===== config.mk =====
export PLATFORM = sky130hd
export DESIGN_NAME = pipeline_stall_controller
export DESIGN_NICKNAME = d
export VERILOG_FILES = /design/src/rtl/pipeline_stall_controller.sv
export SDC_FILE = /design/constraint.sdc
export NUM_CORES = 1
export LEC_CHECK = 0
export ABC_CLOCK_PERIOD_IN_PS = 2020
export CAP_MARGIN = 25
export CORE_ASPECT_RATIO = 1.1
export CORE_MARGIN = 1.5
export CORE_UTILIZATION = 47
export CTS_BUF_LIST = sky130_fd_sc_hd__clkbuf_8
export DETAILED_ROUTE_END_ITERATION = 7
export PLACE_DENSITY = 0.77
export SYNTH_ARGS = -nofsm -noshare
export SYNTH_HDL_FRONTEND = slang
export SYNTH_SLANG_ARGS = --single-unit
export TNS_END_PERCENT = 50

===== constraint.sdc =====
create_clock -name clk -period 2.02 [get_ports clk]
set_input_delay 0.202 -clock clk [delete_from_list [all_inputs] [get_ports clk]]
set_output_delay 0.202 -clock clk [all_outputs]
set_load 0.02 [all_outputs]

===== src/rtl/pipeline_stall_controller.sv =====
// pipeline_stall_controller: hazard/branch/SRAM-wait events to pipeline freeze, bubble and flush strobes
module pipeline_stall_controller #(
    parameter int CNT_W   = 16,
    parameter int TO_W    = 4,
    parameter int TIMEOUT = 15
) (
    input  logic             clk,
    input  logic             rst,
    input  logic             hazard_detected,
    input  logic             branch_taken,
    input  logic             mem_r_req,
    input  logic             mem_w_req,
    input  logic             mem_ready,
    input  logic             perf_clr,
    output logic             freeze_if,
    output logic             bubble_id_ex,
    output logic             flush_if_id,
    output logic             freeze_all,
    output logic             mem_error,
    output logic [CNT_W-1:0] stall_cycles
);
    typedef enum logic [1:0] {RUN, MEM_WAIT, MEM_ERR} state_t;
    state_t          state, state_nx;
    logic [TO_W-1:0] cnt, cnt_nx;
    logic            mem_req;
    assign mem_req = mem_r_req | mem_w_req;
    always_comb begin
        state_nx = state;
        cnt_nx   = cnt;
        if (state == RUN) begin
            state_nx = (mem_req && !mem_ready) ? MEM_WAIT : RUN;
            cnt_nx   = (mem_req && !mem_ready) ? TO_W'(1) : cnt;
        end else if (state == MEM_WAIT) begin
            state_nx = mem_ready ? RUN : (cnt == TO_W'(TIMEOUT)) ? MEM_ERR : MEM_WAIT;
            cnt_nx   = mem_ready ? '0 : (cnt == TO_W'(TIMEOUT)) ? cnt : cnt + 1'b1;
        end
    end
    always_ff @(posedge clk or posedge rst) begin
        if (rst) begin
            state <= RUN;
            cnt   <= '0;
        end else begin
            state <= state_nx;
            cnt   <= cnt_nx;
        end
    end
    // Strobes are Mealy and forced low while reset is held, independent of the clock
    assign freeze_all   = !rst && ((state == RUN && mem_req && !mem_ready) ||
                                   (state == MEM_WAIT && !mem_ready) || state == MEM_ERR);
    assign freeze_if    = !rst && (freeze_all || (!branch_taken && hazard_detected));
    assign bubble_id_ex = !rst && !freeze_all && (branch_taken || hazard_detected);
    assign flush_if_id  = !rst && !freeze_all && branch_taken;
    assign mem_error    = state == MEM_ERR;
    always_ff @(posedge clk or posedge rst) begin
        if (rst) stall_cycles <= '0;
        else if (perf_clr) stall_cycles <= '0;
        else if (freeze_if && !(&stall_cycles)) stall_cycles <= stall_cycles + 1'b1;
    end
endmodule


# Word level (Yosys, flattened, before mapping)
# Index checks and enable logic that the tools add are counted.
[word_totals] elab_cells=48 inputBits=8 out_inout_bits=21 regBits=22
[op_classes] n_mux=12 add_sub_neg=2 n_eq_ne=5 reduce_logical=25 bitwise_logic=1
[ops] operator="$mux 16" n=2
[ops] operator="$mux 4" n=5
[ops] operator="$add 16x1->16 const B" n=1
[ops] operator="$reduce_and 16->1" n=1
[ops] operator="$logic_and 1x1->1" n=11
[ops] operator="$mux 2" n=4
[ops] operator="$logic_not 1->1" n=5
[ops] operator="$add 4x1->4 const B" n=1
[ops] operator="$eq 4x4->1 const B" n=1
[ops] operator="$logic_or 1x1->1" n=4
[ops] operator="$reduce_bool 2->1" n=2
[ops] operator="$ne 3x2->1 const B" n=1
[ops] operator="$reduce_and 3->1" n=1
[ops] operator="$eq 2x1->1 const B" n=1
[ops] operator="$eq 2x2->1 const B" n=1
[ops] operator="$logic_not 2->1" n=1
[ops] operator="$ne 2x2->1 const B" n=1
[ops] operator="$mux 1" n=1
[ops] operator="$or 1x1->1" n=1

# Depth between registers and ports, before layout
# Gate-level depths: netlist (run 1).
[logic_depth] word_depth=11 ltp_mapped=9 depth_no_buf=7

# Worst setup path before layout (run 1)
# Ideal clock, no wire load.
[synth_path] path_type="register to register" from="register stall_cycles[0]" to="register stall_cycles[13]" setup_time_ns=0.120 period_less_slack_ns=2.023 t_arrival_ns=1.902 stages_incl_launch_ff=9 slack_ns=-0.003 n_path_buf=1 t_required_ns=1.900 cell_sequence="dfrtp_1 > ha_1 > nand3_1 > nor2_1 > and4_4 > buf_6 > nor4b_4 > a311oi_1 > a41o_1"
[synth_via] elab_chain_cells=4 elab_cells_between_ends=7 classes_between="1 x add/sub; 2 x mux; 4 x reduce/logical"
[synth_lines] element="start: declaration" line_no="20" source="output logic [CNT_W-1:0] stall_cycles"
[synth_lines] element="start signal: assignment" line_no="57" source="else if (freeze_if && !(&stall_cycles)) stall_cycles <= stall_cycles + 1'b1;"
[synth_lines] element="parallel branches: the longest is 4 deep, another holds $add 16x1->16"
# Several ways; the timed one is not identified. The select of a mux whose other input is x is not followed.
# A chain may end at the register's enable or synchronous reset.

# Final worst setup path (run 1)
[layout_path] from="register state[0]" to="output port freeze_if"
[layout_via] elab_chain_cells=8 elab_cells_between_ends=11 classes_between="2 x eq/ne; 9 x reduce/logical"
[layout_lines] element="start: declaration" line_no="23" source="state_t state, state_nx;"
[layout_lines] element="start signal: assignment" line_no="43" source="state <= state_nx;"
[layout_lines] element="$logic_not 2->1" line_no="48" source="assign freeze_all = !rst && ((state == RUN && mem_req && !mem_ready) ||"
[layout_lines] element="$logic_and 1x1->1 (2 in series)" line_no="48"
[layout_lines] element="$logic_or 1x1->1" line_no="48"
[layout_lines] element="$logic_or 1x1->1 *" line_no="49" source="(state == MEM_WAIT && !mem_ready) || state == MEM_ERR);"
[layout_lines] element="$logic_and 1x1->1 *" line_no="48"
[layout_lines] element="$logic_or 1x1->1 *" line_no="50" source="assign freeze_if = !rst && (freeze_all || (!branch_taken && hazard_detected));"
[layout_lines] element="$logic_and 1x1->1 *" line_no="50"
[layout_lines] element="end: declaration" line_no="15" source="output logic freeze_if,"
# Every way passes the cells marked *; elsewhere a longest branch is shown, timed or not.

==> results.json, run 1 <==
{
  "htreeDepth": 1,
  "crit_buf_inv": 3,
  "fp.dieArea_sq_um": 3080,
  "cp-startpoint": "state[0]",
  "clock-root-buffer": "clkbuf_8",
  "slowest_delay_ns": 0.35,
  "io_pins": 29,
  "cts_hold_buf": 0,
  "fin_crit_ns": 1.87,
  "gr-usage-all-layers": 0.204,
  "worstPathCellList": "buf_4 -> nor2b_2 -> a21oi_1 -> a2bb2oi_4 -> inv_1 -> dlygate4sd2_1",
  "maxClockFrequency_mhz": 534,
  "fin_crit_sh": 0.927,
  "timing.rr.end": "stall_cycles[11]",
  "grt_pass1_vias": 1114,
  "syn_nets": 152,
  "ys_seq_area_frac": 0.425,
  "maxCapViolations": 0,
  "cts-buffers-inserted": 3,
  "drc": 0,
  "viasPerCell": 5.50,
  "power_uw": 935,
  "cts_sinks": 22,
  "r2r_cells": 8,
  "rows": 19,
  "finalSetupViolations": 0,
  "vias": 1143,
  "postLayoutCoreUtil": 0.663,
  "tns_ns": 0,
  "wl_met2_microns": 1290,
  "core-area_sq_um": 2570,
  "post_cts_buffers": 0,
  "die_h_microns": 58.1,
  "grt_max_degree": 23,
  "drive_gt1_frac": 0.141,
  "slowest_stage": "dfrtp_1",
  "ant_nets": 0,
  "endpoint_kind": "primary output",
  "wl_met3_microns": 161,
  "clkTransAtPathRegs_ns": 0.08,
  "globalRouteOverflowTotal": 0,
  "critical_path_class": "reg2out",
  "syn_area_sq_um": 1300,
  "nets": 188,
  "fillers": 209,
  "synth.yosys.warnings": 0,
  "r2r_start": "stall_cycles[0]",
  "multi_input_area_sq_um": 672,
  "drt_iter0_drc": 25,
  "ff2ff_setup_slack_ns": 0.15,
  "area_growth_pct": 31.3,
  "syn_avg_cell_area_sq_um": 9.13,
  "antenna_found_initial": 0,
  "crit_family": "buffers and inverters",
  "cp.required_ns": 1.82,
  "grt_pass1_wl_microns": 4710,
  "p_leak_nw": 0.710,
  "cts_tree": "built",
  "ys_seq_elements": 22,
  "start_util": 0.505,
  "holdWs_ns": 0.486,
  "outcome": "finished clean",
  "portBuffers": 28,
  "tightest_slew_ns": 0.364,
  "clock_latency_ns": 0.27,
  "cp.arrival_ns": 1.67,
  "dp_hpwl_microns": 2070,
  "fin_skew_ns": 0.00708,
  "avgRoutedWirePerCell_microns": 13.5,
  "ir_drop_v": 0.000386,
  "hold_class": "in2async",
  "n_antenna_cell": 0,
  "power.density_nw_per_um2": 549,
  "register_area_sq_um": 552,
  "m1WireLength_microns": 1310,
  "rsz0062_at_grt": "false",
  "synth.distinct_cells": 38,
  "relSlewSlack": 0.754,
  "cts_max_path_buffers": 2,
  "top_layer": "met4",
  "cp-start-kind": "flip-flop",
  "routabilityCongestion": 0.748,
  "path_max_fanout": 9,
  "synth_cells": 142,
  "cp.depth": 6,
  "die_w_microns": 53.1,
  "endpoint": "freeze_if",
  "first_pass_iters": 4,
  "hold_violations": 0,
  "finalMaxSlewViolations": 0,
  "routed_wirelength_microns": 2800
}
[timing repair]
| action | in CTS | in global routing |
|---|---|---|
| resized for setup | 3 | 1 |
| setup endpoints to repair | 3 | 3 |
| pin swaps | 0 | 1 |
[layout by cell type, fill, tap and decap left out, types with 2 or more instances in the layout]
master	Yosys	layout
nor2_1	25	25
clkdlybuf4s50_1	0	24
dfrtp_1	22	21
xnor2_1	12	12
buf_4	1	11
nand2_1	9	9
nand3_1	8	8
nor3_1	8	8
inv_1	6	6
o21ai_0	5	5
nor4b_1	4	4
a21oi_1	4	4
clkbuf_8	0	4
nor4_1	3	3
dlygate4sd2_1	0	3
or2_2	2	2
a31oi_1	2	2
nand2b_1	2	2
and4_4	2	2
o21a_1	2	2
ha_1	2	2
[power by group]
| group | switching (mW) | leakage (nW) | internal, mW |
|---|---|---|---|
| clock network | 0.146 | 0.0288 | 0.174 |
| registers | 0.0151 | 0.299 | 0.454 |
| logic | 0.0794 | 0.382 | 0.0658 |
| total | 0.241 | 0.710 | 0.694 |
[per-layer routing]
metal  vias to the layer above  global-route usage
li1                        561                   -
met1                       541               0.247
met2                        36               0.343
met3                         5              0.0438
met4                         0              0.0952
met5                         -                   0
[worst min-delay path, stage by stage]
cell             delay (ns)
clkdlybuf4s50_1        0.53
inv_1                  0.11
buf_4                  0.30
[synth_stat cells]
| library cell | count | area [sq um] |
|---|---|---|
| nor2_1 | 25 | 93.8 |
| dfrtp_1 | 22 | 551 |
| xnor2_1 | 12 | 105 |
| nand2_1 | 9 | 33.8 |
| nand3_1 | 8 | 40.0 |
| nor3_1 | 8 | 40.0 |
| inv_1 | 6 | 22.5 |
| o21ai_0 | 5 | 25.0 |
| a21oi_1 | 4 | 20.0 |
| nor4b_1 | 4 | 35.0 |
| nor4_1 | 3 | 18.8 |
| a31oi_1 | 2 | 12.5 |
| and4_4 | 2 | 22.5 |
| buf_2 | 2 | 10.0 |
| buf_6 | 2 | 22.5 |
| clkbuf_1 | 2 | 7.51 |
| ha_1 | 2 | 25.0 |
| nand2b_1 | 2 | 12.5 |
| o21a_1 | 2 | 15.0 |
| or2_2 | 2 | 12.5 |
| a211oi_1 | 1 | 7.51 |
| a21o_1 | 1 | 7.51 |
| a2bb2oi_4 | 1 | 26.3 |
| a311oi_1 | 1 | 8.76 |
| a31o_2 | 1 | 8.76 |
| a41o_1 | 1 | 10.0 |
| and2_1 | 1 | 6.26 |
| and2_4 | 1 | 8.76 |
| buf_1 | 1 | 3.75 |
| buf_4 | 1 | 7.51 |
| nand4_1 | 1 | 6.26 |
| nand4b_1 | 1 | 8.76 |
| nor2b_1 | 1 | 6.26 |
| nor2b_2 | 1 | 8.76 |
| nor3b_1 | 1 | 7.51 |
| nor4b_4 | 1 | 23.8 |
| o211ai_1 | 1 | 7.51 |
| o31ai_1 | 1 | 7.51 |
[cell type report]
class                   instances  share of cell area
inverters                       6              0.0132
multi-input cells             106               0.395
clock buffers                   4              0.0324
well taps                      31              0.0228
flip-flops and latches         22               0.324
repair buffers                 39               0.213
[stage by stage]
step | worst slack (ns) | instance area [sq um] | cells
finish | 0.148 | 1700 | 208
global route | 0.00113 | 1700 | 208
CTS | 0.0124 | 1700 | 208
detailed placement | -0.0810 | 1650 | 204
global placement | -0.0283 | 1650 | 204
floorplan | 0.0303 | 1300 | 142
[how the worst min path moves through the flow]
| stage | start | endpoint | slack (ns) | depth (start not counted) |
|---|---|---|---|---|
| global route | rst | stall_cycles[10] | 0.53 | 3 |
| global placement | cnt[1] | cnt[1] | 0.48 | 2 |
| finish | rst | stall_cycles[10] | 0.49 | 3 |
| floorplan | rst | cnt[0] | 0.20 | 1 |
| detailed placement | cnt[1] | cnt[1] | 0.50 | 2 |
| CTS | rst | stall_cycles[10] | 0.49 | 3 |
[kinds of logic (layout without fill, tap and decap cells)]
kind of cell               Yosys count  in the layout  share of synthesized area
AOI/OAI and AO/OA                   21             21                      0.121
xor gates and xnor gates            12             12                     0.0811
adders and majority gates            2              2                     0.0193
buffers and inverters               14             49                     0.0569
DFF                                 22             22                      0.425
and+or+nand+nor                     71             71                      0.297
[flip-flops by register name, summed over array words and instances, names as in the netlist]
signal        count
stall_cycles     16
cnt               4
state             2
Note: power is estimated with default switching activity, not from simulation.
==> run 2: changes to the inputs <==
Settings changed: REMOVE_ABC_BUFFERS set to 1.
==> run 2 against run 1 <==
  * Non-clock buffer count grew 2
  * Maximum frequency shrank 2.3%
  * Final area grew 2.2%
  * Via count shrank 1.8%
  * Count of clock-buffer cells in the layout shrank 1
  * Clock power grew 29%
  * Sequential power is essentially flat
  * Clock skew grew 0.0024 ns
  * First-iteration DRC count is the same
  * Critical path depth grew 2
  * Global-route usage grew 0.27 points
  * Largest power group unchanged
==> results.json, run 2 (synthesized netlist as in run 1, its figures left out) <==
{
  "outcome": "finished clean",
  "cp-startpoint": "stall_cycles[1]",
  "p_seq_frac": 0.452,
  "grt_max_degree": 23,
  "largest_reg_flops": 16,
  "fin_crit_sh": 0.949,
  "cts-buffers-inserted": 3,
  "nets": 190,
  "clkPwrFrac": 0.399,
  "rsz0062_at_grt": "false",
  "cp-start-kind": "flip-flop",
  "hold_violations": 0,
  "path_max_fanout": 14,
  "cp.arrival_ns": 2.07,
  "p_leak_nw": 0.739,
  "cts_hold_buf": 0,
  "pwr-share-comb": 0.149,
  "core-area_sq_um": 2570,
  "top_register": "stall_cycles",
  "top_regs": "stall_cycles (16), cnt (4), state (2)",
  "tightest_slew_ns": 0.376,
  "ant_nets": 0,
  "clkTransAtPathRegs_ns": 0.09,
  "first_pass_iters": 4,
  "dp_hpwl_microns": 2060,
  "layout.cells.non_filler": 210,
  "relSlewSlack": 0.747,
  "cts_sinks": 22,
  "n_antenna_cell": 0,
  "routabilityCongestion": 0.809,
  "hold_class": "reg2reg",
  "register_area_sq_um": 551,
  "area_growth_pct": 34.2,
  "rows": 19,
  "maxClockFrequency_mhz": 522,
  "holdWs_ns": 0.519,
  "globalRouteOverflowTotal": 0,
  "endpoint_kind": "flip-flop",
  "drt_iter0_drc": 25,
  "drive_gt1_frac": 0.151,
  "critical_path_class": "reg2reg",
  "fin_skew_ns": 0.00945,
  "fin_crit_ns": 1.92,
  "p_sw_uw": 241,
  "place_inst": 206,
  "final_common_cell": "nor2_1",
  "clock-root-buffer": "clkbuf_8",
  "finalMaxSlewViolations": 0,
  "multi_input_area_sq_um": 676,
  "antenna_found_initial": 0,
  "cts_max_path_buffers": 2,
  "routed_wirelength_microns": 2740,
  "grt_pass1_wl_microns": 4750,
  "fillers": 209,
  "die_w_microns": 53.1,
  "clock_latency_ns": 0.27,
  "layout.cells.most_common_list": "nor2_1, clkdlybuf4s50_1, dfrtp_1",
  "viasPerCell": 5.34,
  "vias": 1122,
  "portBuffers": 28,
  "die_h_microns": 58.1,
  "fp.dieArea_sq_um": 3080,
  "htreeDepth": 1,
  "intPower_uw": 790,
  "ir_drop_v": 0.000697,
  "switching_share": 0.234,
  "avgRoutedWirePerCell_microns": 13.0,
  "cp.required_ns": 2.17,
  "r2r_start": "stall_cycles[1]",
  "io_pins": 29,
  "postCtsResizedCells": 3,
  "hp-start": "cnt[1]",
  "power.density_nw_per_um2": 593,
  "start_util": 0.505,
  "cts_tree": "built",
  "finalSetupViolations": 0,
  "grt_pass1_vias": 1085,
  "post_cts_buffers": 0,
  "drc": 0,
  "gr-usage-all-layers": 0.207,
  "maxCapViolations": 0
}
## run 2: per-layer routing
layer / routed length [microns] / vias up / track usage
met5: 0 / - / 0
met4: 28 / 0 / 0.0769
met3: 96 / 4 / 0.0309
met2: 1280 / 23 / 0.332
met1: 1330 / 525 / 0.282
li1: - / 570 / -
## run 2: cell type report
class                   instances  share of cell area
multi-input cells             106               0.388
clock buffers                   3              0.0237
clock inverters                 1              0.0173
repair buffers                 41               0.219
flip-flops and latches         22               0.317
well taps                      31              0.0223
inverters                       6              0.0129
## run 2: worst max-delay path: stages (launching register included)
cell and delay (ns):
dfrtp_1 0.43, ha_1 0.22, nand3_1 0.13, nor2_1 0.09
and4_4 0.25, nor4b_4 0.34, buf_4 0.18, xnor2_1 0.11
nor2_1 0.06
## run 2: worst paths after layout
| check | endpoint | slack [ns] | cells past startpoint |
|---|---|---|---|
| setup / recovery | stall_cycles[11] | 0.10 | 8 |
| hold / removal | cnt[1] | 0.52 | 2 |
| setup reg to reg | stall_cycles[11] | 0.10 | 8 |
| hold reg to reg | cnt[1] | 0.52 | 2 |
| max in group asynchronous | cnt[0] | 1.25 | 4 |
| min in group asynchronous | stall_cycles[11] | 0.55 | 4 |
## run 2: through the flow
stage	power (mW)	setup TNS (ns)	cell area, sq um	worst slack, ns	util
final	1.03	0	1740	0.103	0.677
after global routing	1.07	0	1740	0.00375	0.677
after CTS	1.04	-0.000983	1730	-0.000983	0.675
after detailed placement	0.630	-0.0535	1660	-0.0467	0.647
after global placement	0.625	-0.0305	1660	-0.0305	0.647
after floorplan	0.554	0	1240	0.0561	-
## run 2: power by group through the flow
stage / combinational, mW / clock (mW) / sequential (mW)
after floorplan: 0.0724 / 0 / 0.482
after global placement: 0.151 / 0 / 0.474
after detailed placement: 0.155 / 0 / 0.475
after CTS: 0.156 / 0.419 / 0.466
after global routing: 0.170 / 0.436 / 0.470
final: 0.153 / 0.412 / 0.466
==> run 3: changes to the inputs <==
Settings changed: ABC_AREA set to 1, CORE_UTILIZATION 47 to 48.
==> run 3 against run 2 <==
  * Count of clock-buffer cells in the layout unchanged
  * Sequential share of layout area decreased by 3.2 points
  * Worst setup slack improved by 0.13 ns
  * Highest routed layer unchanged
==> results.json, run 3 <==
{
  "rows": 21,
  "synth.yosys.warnings": 0,
  "outcome": "finished clean",
  "top_register": "stall_cycles",
  "fp.dieArea_sq_um": 3490,
  "grt_pass1_vias": 1321,
  "clkPwrFrac": 0.415,
  "p_leak_nw": 0.933,
  "clock_latency_ns": 0.26,
  "synth_edf_count": 0,
  "syn_avg_cell_area_sq_um": 6.59,
  "tns_ns": 0,
  "viasPerCell": 5.02,
  "start_util": 0.500,
  "dp_hpwl_microns": 2480,
  "avgRoutedWirePerCell_microns": 11.0,
  "place_area_sq_um": 1860,
  "globalRouteOverflowTotal": 0,
  "switching_share": 0.226,
  "nets": 276,
  "ys_seq_elements": 22,
  "m1WireLength_microns": 1530,
  "cp.required_ns": 1.82,
  "pwr-share-comb": 0.119,
  "postLayoutCoreUtil": 0.641,
  "synth_area_leader_cell": "dfrtp_1",
  "gr-usage-all-layers": 0.197,
  "postCtsResizedCells": 2,
  "routabilityCongestion": 0.850,
  "top_layer": "met4",
  "cts-buffers-inserted": 3,
  "synth.distinct_cells": 25,
  "ir_drop_v": 0.000361,
  "vias": 1500,
  "cp.arrival_ns": 1.59,
  "core-area_sq_um": 3020,
  "r2r_start": "stall_cycles[0]",
  "intPower_uw": 762,
  "n_antenna_cell": 0,
  "area_growth_pct": 28.3,
  "fin_skew_ns": 0.00240,
  "drt_iter0_drc": 60,
  "die_w_microns": 56.5,
  "path_max_fanout": 3,
  "synthTopCellsByCount": "nand2_1, nor2_1, nand3_1",
  "ys_seq_area_frac": 0.365,
  "final_common_cell": "nand2_1",
  "clock-root-buffer": "clkbuf_8",
  "relSlewSlack": 0.705,
  "synth.area.top_cells": "dfrtp_1, nand2_1, nor2_1, nand3_1, inv_1",
  "io_pins": 29,
  "maxClockFrequency_mhz": 559,
  "htreeDepth": 1,
  "ant_nets": 0,
  "largest_reg_flops": 16,
  "postSynth.asyncResetShare": 1.00,
  "cts_max_path_buffers": 2,
  "clkTransAtPathRegs_ns": 0.08,
  "fillers": 282,
  "die_h_microns": 61.8,
  "cts_hold_buf": 0,
  "hold_violations": 0,
  "p_sw_uw": 222,
  "syn_area_sq_um": 1510,
  "p_seq_frac": 0.465,
  "wl_met3_microns": 158,
  "drive_gt1_frac": 0.0830,
  "holdWs_ns": 0.325,
  "layout.cells.most_common_list": "nand2_1, nor2_1, nand3_1",
  "first_pass_iters": 4,
  "maxCapViolations": 0,
  "tightest_slew_ns": 0.441,
  "hold_class": "in2async",
  "grt_pass1_wl_microns": 5440,
  "grt_max_degree": 19,
  "antenna_found_initial": 0,
  "cts_tree": "built",
  "routed_wirelength_microns": 3280,
  "fin_crit_sh": 0.886,
  "yosysTopAreaCellShare": 0.365,
  "post_cts_buffers": 0,
  "synth_ff_type": "dfrtp_1",
  "power.density_nw_per_um2": 508,
  "portBuffers": 28,
  "fin_area_sq_um": 1940,
  "fin_crit_ns": 1.79,
  "power_uw": 984,
  "drc": 0,
  "r2r_cells": 10,
  "synth_cells": 229,
  "timing.rr.end": "stall_cycles[9]",
  "endpoint_kind": "primary output",
  "post-synth-top-count-cell": "nand2_1",
  "cts_sinks": 22,
  "rsz0062_at_grt": "false",
  "cp-start-kind": "input pin",
  "critical_path_class": "in2out",
  "ff2ff_setup_slack_ns": 0.32,
  "wl_met2_microns": 1550,
  "finalMaxSlewViolations": 0,
  "finalSetupViolations": 0,
  "top_regs": "stall_cycles (16), cnt (4), state (2)"
}
-- run 3: power by group through the flow --
| stage | sequential (mW) | clock (mW) | combinational (mW) |
|---|---|---|---|
| after floorplan | 0.474 | 0 | 0.0509 |
| after global placement | 0.467 | 0 | 0.119 |
| after detailed placement | 0.467 | 0 | 0.119 |
| after CTS | 0.458 | 0.418 | 0.120 |
| after global routing | 0.459 | 0.437 | 0.132 |
| final | 0.458 | 0.409 | 0.117 |
-- run 3: final cells by class --
| class | count | area (sq um) | area share |
|---|---|---|---|
| clock buffers | 3 | 41.3 | 0.0213 |
| clock inverters | 1 | 30.0 | 0.0155 |
| inverters | 25 | 93.8 | 0.0484 |
| multi-input cells | 178 | 836 | 0.432 |
| flip-flops and latches | 22 | 551 | 0.284 |
| well taps | 34 | 42.5 | 0.0220 |
| repair buffers | 36 | 343 | 0.177 |
-- run 3: worst max path at each step --
stage / start / end / slack [ns] / cells after the start
after floorplan: stall_cycles[0] / stall_cycles[0] / 0.41 / 10
after global placement: mem_ready / bubble_id_ex / -0.03 / 8
after detailed placement: mem_ready / flush_if_id / -0.06 / 8
after CTS: mem_w_req / freeze_if / 0.05 / 8
after global routing: mem_ready / bubble_id_ex / 0.03 / 8
final: mem_ready / flush_if_id / 0.23 / 8
-- run 3: cells by family (layout without fill, tap and decap cells) --
| kind of cell | after synthesis | in the layout | share of synthesized area |
|---|---|---|---|
| DFF | 22 | 22 | 0.365 |
| buffers and inverters | 29 | 65 | 0.0820 |
| adders and majority gates | 2 | 2 | 0.0166 |
| AOI/OAI and AO/OA | 15 | 15 | 0.0530 |
| and+or+nand+nor | 156 | 156 | 0.455 |
| xor gates and xnor gates | 5 | 5 | 0.0290 |
-- run 3: worst max-delay path, cell delays in order --
cell             delay [ns]
clkdlybuf4s50_1        0.50
inv_1                  0.06
nand3_1                0.10
nand2_1                0.07
a21oi_1                0.16
nand2_1                0.09
nor2_1                 0.08
dlygate4sd2_1          0.33
-- run 3: per-layer routing --
metal / vias up / track usage
met5: - / 0
met4: 0 / 0.0680
met3: 4 / 0.0248
met2: 34 / 0.355
met1: 662 / 0.248
li1: 800 / -
-- run 3: stage by stage --
stage | worst slack, ns | std cells
2_1_floorplan | 0.415 | 225
3_3_place_gp | -0.0277 | 295
3_5_place_dp | -0.0566 | 295
4_1_cts | 0.0547 | 299
5_1_grt | 0.0334 | 299
6_report | 0.230 | 299
==> variant: new RTL, settings of run 3 <==
The parameter `TIMEOUT` goes from 15 to 8.
--- a/src/rtl/pipeline_stall_controller.sv
+++ b/src/rtl/pipeline_stall_controller.sv
@@ -2,7 +2,7 @@
 module pipeline_stall_controller #(
     parameter int CNT_W   = 16,
     parameter int TO_W    = 4,
-    parameter int TIMEOUT = 15
+    parameter int TIMEOUT = 8
 ) (
     input  logic             clk,
     input  logic             rst,
Formal check against the unedited RTL: not equivalent (Yosys sat finds a counterexample within 10 cycles, from zero or initial values and one cycle with rst high).
==> variant against run 3 <==
- power rose by 0.42%
- register-to-register slack barely moved
- die area rose by 3.4%
- largest cell class unchanged
- worst hold slack improved by 18 ps
- cell area rose by 3.5%
- synthesized cell count rose by 3.9%
- routed wire length rose by 5.7%
- sequential cell count did not move
- via count rose by 4.7%
- sequential share of layout area fell by 0.96 points
- setup slack got worse by 43 ps
- synthesized area rose by 3.6%
==> variant: results (changes against run 3) <==
[detailed_routing]
routedWlPerCell_um=11.1  ; +1.6%
route.vias.total=1571  ; +4.7%
drtIter0Drc=98  ; +63%
first_pass_iters=4  ; unchanged
met3_length_um=148  ; -6.3%
wirelength_met1_um=1540  ; +0.78%
highest_layer=met4
dr_wl_met2_um=1740  ; +12%

[yosys]
synth_cell_types=27  ; +8.0%
yosys-top-cells-count=nand2_1, nor2_1, nand3_1, inv_1, dfrtp_1
synth-compound-area-share=0.0392  ; -0.0138
synth_xor_area_frac=0.0224  ; -0.00660
synth_mux_area_frac=0  ; unchanged
synthAdderAreaFrac=0.0240  ; +0.00743
synthTopCellsByArea=dfrtp_1, nand2_1, nor2_1
yosysSeqAreaShare=0.352  ; -0.0125
syn_inst=238  ; +3.9%

[placed_design]
place_congestion=0.867  ; +1.9%
dp.cells=307  ; +4.1%
hpwl_um=2630  ; +6.2%
placed_area_mm2=0.00194  ; +4.2%
place_ws_ps=-135  ; -78.6 ps

[grt]
grt_max_degree=14  ; -5
grt_pass1_vias=1502  ; +14%
grt_first_pass_wirelength_um=6220  ; +14%

[clocking]
post-cts-setup-buffers=0  ; unchanged
htree_levels=1  ; unchanged

[setup_path]
crit_start=mem_w_req
r2r-end=stall_cycles[1]
crit_slowest_cell=clkdlybuf4s50_1
crit_fanout=2  ; -1
reg2reg_depth=10  ; unchanged
max_stage_delay_ps=390  ; -110 ps
cp-endpoint=bubble_id_ex
worstPathArrival_ps=1630  ; +40 ps

[timing]
fin_skew_ps=3.94  ; +1.54 ps
worst_pin_slew_ps=342  ; -99.1 ps
fin_crit_ps=1830  ; +43.3 ps

[power]
p_int_mw=0.763  ; +0.15%
vdd_drop_max_v=0.000483  ; +34%
leakagePower_nw=0.987  ; +5.8%

[status]
status=finished clean

[cells_and_area]
drive_gt1_frac=0.116  ; +0.0325
fin_nets=289  ; +4.7%

-- variant: power groups by stage --
stage,registers [mW],clock network (mW),logic (mW)
CTS,0.459,0.420,0.122
detailed placement,0.467,0,0.122
floorplan,0.474,0,0.0515
finish,0.459,0.409,0.120
global route,0.460,0.437,0.134
global placement,0.467,0,0.121
-- variant: how the worst min path moves through the flow --
| stage | startpoint | to | slack (ps) |
|---|---|---|---|
| floorplan | rst | cnt[0] | 240 |
| global placement | cnt[3] | cnt[3] | 530 |
| detailed placement | cnt[3] | cnt[3] | 560 |
| CTS | rst | stall_cycles[6] | 350 |
| global route | rst | stall_cycles[0] | 390 |
| finish | rst | state[1] | 340 |
-- variant: cell type report --
class,instances,area [µm²]
repair buffers,40,363
clock inverters,1,30.0
flip-flops and latches,22,551
clock buffers,3,41.3
inverters,28,105
well taps,34,42.5
multi-input cells,183,872
fillers,276,1070
-- variant: kinds of logic after synthesis --
kind of cell,Yosys count
AND/OR/NAND/NOR,164
buffers and inverters,33
flip-flops,22
AO/OA/AOI/OAI,12
XOR/XNOR,4
adder cells (fa/ha/maj),3
-- variant: repair_timing --
action | 4_1_cts | 5_1_grt
setup endpoints to repair | 4 | 2
gates resized for setup | 4 | 3
gates cloned | 0 | 0
-- variant: metal layers --
| layer | up-vias | global-route usage |
|---|---|---|
| met4 | 0 | 0.0756 |
| met5 | - | 0 |
| met2 | 36 | 0.358 |
| li1 | 824 | - |
| met1 | 707 | 0.263 |
| met3 | 4 | 0.0352 |
-- variant: worst max-delay path, delay by kind of cell --
kind / cells / cell delay (ps)
compound gates: 1 / 220
simple gates: 3 / 510
buf+inv: 2 / 690
